--- src/rtl/qam_pkg.sv ---
// Shared types for the QAM symbol scheduler.
// Mode codes, FSM states, buffer geometry and the k lookup.
package qam_pkg;

  localparam int BUF_W  = 64;
  localparam int FILL_W = 7;
  localparam int SYM_W  = 12;

  typedef enum logic [2:0] {
    M_BPSK = 3'd0,
    M_QPSK = 3'd1,
    M_16   = 3'd2,
    M_64   = 3'd3,
    M_256  = 3'd4,
    M_1024 = 3'd5,
    M_4096 = 3'd6,
    M_RSVD = 3'd7
  } mod_e;

  typedef enum logic [1:0] {
    IDLE  = 2'd0,
    RUN   = 2'd1,
    FLUSH = 2'd2
  } st_e;

  function automatic logic [3:0] k_of(input logic [2:0] m);
    logic [3:0] k;
    k = 4'd12;
    unique case (1'b1)
      (m == M_BPSK): k = 4'd1;
      (m == M_QPSK): k = 4'd2;
      (m == M_16):   k = 4'd4;
      (m == M_64):   k = 4'd6;
      (m == M_256):  k = 4'd8;
      (m == M_1024): k = 4'd10;
      default:       k = 4'd12;
    endcase
    return k;
  endfunction

endpackage

--- src/rtl/qam_sym_slice.sv ---
// Takes the top k buffer bits and splits them into
// right-aligned I (upper half) and Q (lower half) fields.
module qam_sym_slice
  import qam_pkg::*;
(
  input  logic [SYM_W-1:0] top,
  input  logic [3:0]       k,
  output logic [5:0]       ibits,
  output logic [5:0]       qbits
);

  logic [SYM_W-1:0] sym;
  logic [SYM_W-1:0] qmask;
  logic [2:0]       half;

  // BPSK: half is 0, so Q is empty and the bit lands in I[0]
  always_comb begin
    sym   = top >> (4'd12 - k);
    half  = k[3:1];
    qmask = ~(12'hfff << half);
    qbits = 6'(sym & qmask);
    ibits = 6'(sym >> half);
  end

endmodule

--- src/rtl/qam_sym_sched.sv ---
// Packs a 32-bit word stream into k-bit QAM symbols
// split into I/Q fields, with flush and mode latching.
module qam_sym_sched
  import qam_pkg::*;
(
  input  logic        dclk,
  input  logic        rst,
  input  logic        en,
  input  logic [2:0]  modtyp,
  input  logic [31:0] s_data,
  input  logic        s_valid,
  output logic        s_ready,
  input  logic        flush,
  output logic [5:0]  m_ibits,
  output logic [5:0]  m_qbits,
  output logic        m_valid,
  input  logic        m_ready,
  output logic [1:0]  state_o,
  output logic        cfg_err
);

  st_e               state, state_n;
  logic [BUF_W-1:0]  sbuf, sbuf_n;
  logic [BUF_W-1:0]  word_al;
  logic [FILL_W-1:0] fill, fill_n;
  logic [FILL_W-1:0] kf;
  logic [2:0]        mod_q;
  logic [3:0]        k;
  logic              pend, pend_n;
  logic              acc, free, take, pad;
  logic [5:0]        sl_i, sl_q;

  assign k    = k_of(mod_q);
  assign kf   = {3'b000, k};
  assign free = !m_valid || m_ready;

  assign s_ready = !rst && en && (fill <= 7'd32)
                && (state != FLUSH)
                && !(state == IDLE && modtyp == M_RSVD);

  assign acc  = s_valid && s_ready;
  assign take = en && free && (fill >= kf);
  // FLUSH is only entered with fill < k, so take and pad never overlap
  assign pad  = en && free && (state == FLUSH) && (fill != '0);

  assign word_al = {s_data, 32'b0} >> (take ? fill - kf : fill);
  assign state_o = state;

  qam_sym_slice u_slice (
    .top   (sbuf[BUF_W-1 -: SYM_W]),
    .k     (k),
    .ibits (sl_i),
    .qbits (sl_q)
  );

  always_comb begin
    state_n = state;
    pend_n  = pend;
    sbuf_n  = sbuf;
    fill_n  = fill;
    if (take) begin
      sbuf_n = sbuf << k;
      fill_n = fill - kf;
    end
    if (pad) begin
      sbuf_n = '0;
      fill_n = '0;
    end
    if (acc) begin
      sbuf_n = sbuf_n | word_al;
      fill_n = fill_n + 7'd32;
    end
    if (en) begin
      case (state)
        IDLE: if (acc) state_n = RUN;
        RUN: begin
          if (flush || pend) begin
            if (fill == '0) begin
              pend_n = 1'b0;
            end else if (fill < kf && !acc) begin
              state_n = FLUSH;
              pend_n  = 1'b0;
            end else begin
              pend_n = 1'b1;
            end
          end
          if (fill == '0 && !m_valid && !acc) state_n = IDLE;
        end
        FLUSH: begin
          if (fill == '0 && m_valid && m_ready) state_n = IDLE;
        end
        default: state_n = IDLE;
      endcase
    end
  end

  always_ff @(posedge dclk or posedge rst) begin
    if (rst) state <= IDLE;
    else if (en) state <= state_n;
  end

  always_ff @(posedge dclk or posedge rst) begin
    if (rst) begin
      sbuf    <= '0;
      fill    <= '0;
      pend    <= 1'b0;
      mod_q   <= 3'd0;
      cfg_err <= 1'b0;
      m_valid <= 1'b0;
      m_ibits <= '0;
      m_qbits <= '0;
    end else if (en) begin
      sbuf <= sbuf_n;
      fill <= fill_n;
      pend <= pend_n;
      if (state == IDLE) begin
        if (modtyp == M_RSVD) cfg_err <= 1'b1;
        else mod_q <= modtyp;
      end
      if (take || pad) begin
        m_valid <= 1'b1;
        m_ibits <= sl_i;
        m_qbits <= sl_q;
      end else if (m_ready) begin
        m_valid <= 1'b0;
      end
    end
  end

endmodule
--- config.mk ---
export PLATFORM = sky130hd
export DESIGN_NAME = qam_sym_sched
export DESIGN_NICKNAME = d
export VERILOG_FILES = /design/src/rtl/qam_pkg.sv /design/src/rtl/qam_sym_slice.sv /design/src/rtl/qam_sym_sched.sv
export SDC_FILE = /design/constraint.sdc
export NUM_CORES = 1
export LEC_CHECK = 0
export BUFFER_PORTS_ARGS = -buffer_cell sky130_fd_sc_hd__buf_4
export CAP_MARGIN = 20
export CORE_AREA = 3 3 155 157
export DETAILED_ROUTE_END_ITERATION = 10
export DIE_AREA = 0 0 158 160
export GPL_TIMING_DRIVEN = 0
export PLACE_DENSITY_LB_ADDON = 0.25
export SLEW_MARGIN = 5
export SYNTH_ARGS = -nofsm -noshare
export SYNTH_HDL_FRONTEND = slang
export SYNTH_SLANG_ARGS = --single-unit
--- constraint.sdc ---
create_clock -name dclk -period 12.1 [get_ports dclk]
set_input_delay 2.42 -clock dclk [delete_from_list [all_inputs] [get_ports dclk]]
set_output_delay 2.42 -clock dclk [all_outputs]
set_load 0.005 [all_outputs]
==> run metrics <==
most common cell in the synthesized netlist nand2_1; top post-synthesis cells by count 227 x nand2_1, 161 x nor2_1, 112 x mux2i_1; CTS Buf Count 9; row cnt 55; Finished Core Util about half; post-cts resize count 0; detailed-route wire length per cell between 30 and 40 um; Synth top area share between 20% and 30%; drt pass-1 iters 8; global-route wire length before repair about 80,000 um; measured slew at the worst slew-check pin 1.24 ns; Global Route Usage Sum between 40% and 50%; core footprint between 20,000 and 25,000 um^2; # hold bufs at CTS 0; max-slew violations 0; IO buf count between 50 and 60; Routed WL ~55,000 um; initial antenna violation count 2; dominant synthesized flop cell dfrtp_1; CP Data Arrival Time 8.74 ns; Synth cell types about 80; initial drt markers about 2,100; PnR worst setup slack 3.58 ns; final setup vio count 0; Final Hold Vio Count 0; initial core utilization roughly 45%; worst hold path class flop to flop; CTS Root Cell clkbuf_16; Crit Path Max Fanout 11; RR Endpoint sbuf[37]; Clk Latency, worst-skew pair 0.37 ns; Area contributors post-synth dfrtp_1 22%, mux2i_1 11%, nand2_1 8.4%; Mapped Nets between 1,000 and 1,500; ant diodes 0; RSZ-0062 raised after global routing no; Async SR Flop Fraction between 90% and 100%; fin nets approximately 1,500; Final min period 8.52 ns; maximum root-to-sink buffer count 2; drt drc 0; Via density ~7.3; MaxCap Viol Count 0; Synth Instances ~1,300; CP Class flop to flop; Setup Buffers After CTS 0; hold depth 2; crit path capture type flop; layout cells sized above 1 between 10% and 20%; Post-synth EDFFs 0; crit share post-route a little over two thirds; sequential share of the synthesized area around 22%; post-synth top area cell dfrtp_1; boundary pin count between 50 and 60; CP startpoint kind flop; Mean Syn Cell Area ~7.6 um^2; vias in the first global route between 10,000 and 15,000; Die Width about 160 um; status finished, final reports clean; setup tns final 0 ns; Worst Reg-to-Reg Cells 19; R2R setup slack between 3 and 4 ns; Synth Register Bits slightly above 90; hold path start m_qbits[3]; H-tree levels 3; largest net degree at the start of global routing 47; Clock Skews just over 0.01 ns; mapped cell area 10,200 um^2; GP Congestion 1.08; hpwl dp between 40,000 and 50,000 um; Place WS around 4.3 ns; Critical Path RT roughly 12 ns; total grt overflow 0; FF-to-FF Start mod_q[2]; WHS Endpoint m_qbits[3]; P&R area growth vs syn 10.9%; Routed Antenna Nets 0; max_slew headroom 17.2%; hold slack 0.470 ns; Yosys Warn Count 0; die area between 20,000 and 30,000 um^2; # clock sinks ~90; CTS tree done; clock transition at the registers of the reported paths ~0.07 ns; highest clock rate 117 MHz; via count between 10,000 and 15,000; die span in y 160 um
-- logic make-up after synthesis --
group,synth area share [%]
AOI/OAI and AO/OA,28.3
buffers and inverters,4.98
xor gates and xnor gates,0.518
and+or+nand+nor,21.9
muxes,21.1
DFF,22.4
adders and majority gates,0.789
-- metrics by stage --
stage,cells,instance area [um^2]
after global placement,1677,10900
after detailed placement,1679,11000
after global routing,1694,11300
final,1694,11300
after CTS,1694,11300
after floorplan,1336,10200
-- final cells by class --
| class | instances | area (um^2) |
|---|---|---|
| clock inverters | 5 | 62.6 |
| multi-input cells | 1117 | 7370 |
| fillers | 2318 | 11400 |
| well taps | 285 | 357 |
| plain buffers | 113 | 449 |
| repair buffers | 58 | 455 |
| inverters | 15 | 58.8 |
| flip-flops and latches | 91 | 2280 |
| clock buffers | 10 | 229 |
-- critical path: stages, from the launching register on --
cell,delay [ns]
dfrtp_1,0.32
clkbuf_1,0.38
a21boi_1,0.47
inv_1,0.18
clkbuf_1,0.50
buf_2,0.39
clkbuf_1,0.65
buf_1,0.91
ha_1,0.42
nand3_1,0.14
a21boi_0,0.28
nand4_1,0.17
and3b_1,0.24
buf_6,0.15
clkbuf_1,0.28
clkbuf_1,0.46
a32oi_1,1.12
mux2i_1,0.44
mux2i_1,0.69
o21ai_1,0.14
-- how the worst max path moves through the flow --
stage | from | end | slack (ns) | cells after the start
4_1_cts | mod_q[2] | sbuf[37] | 4.28 | 19
3_5_place_dp | mod_q[2] | sbuf[37] | 4.30 | 19
5_1_grt | mod_q[2] | sbuf[36] | 3.60 | 19
2_1_floorplan | en | s_ready | 6.70 | 3
6_report | mod_q[2] | sbuf[37] | 3.58 | 19
3_3_place_gp | mod_q[2] | sbuf[2] | 4.23 | 18
-- layout by cell type (no fill, tap or decap), types with 9 or more instances in the layout --
cell type / instances
and3_1: 9
clkbuf_16: 9
a21oi_1: 74
a22oi_1: 26
buf_2: 11
a22o_1: 11
mux4_2: 33
buf_4: 58
o22ai_1: 25
inv_1: 11
buf_1: 25
nor2_1: 161
a311oi_1: 12
mux2_2: 20
dfrtp_1: 91
o21a_1: 11
a211oi_1: 22
o31ai_1: 13
o211ai_1: 33
nor3_1: 33
nand3_1: 48
o21ai_0: 68
nand2_1: 227
a31oi_1: 19
mux2i_1: 112
o221ai_1: 15
clkbuf_1: 76
-- per-layer routing --
metal  global-route usage, %  routed length, um
met1                    52.9              19800
met2                    64.8              24000
met3                    12.8               6870
met4                    26.7               4490
met5                       0                 46
-- registers in the layout, indices dropped and copies added (netlist names) --
name / flops
m_qbits: 6
m_valid: 1
cfg_err: 1
m_ibits: 6
pend: 1
state_o: 2
sbuf: 64
mod_q: 3
fill: 7
Power is left out: the tool's default activity adds up to more than one toggle a clock period on the data nets, which glitch-free logic cannot reach.
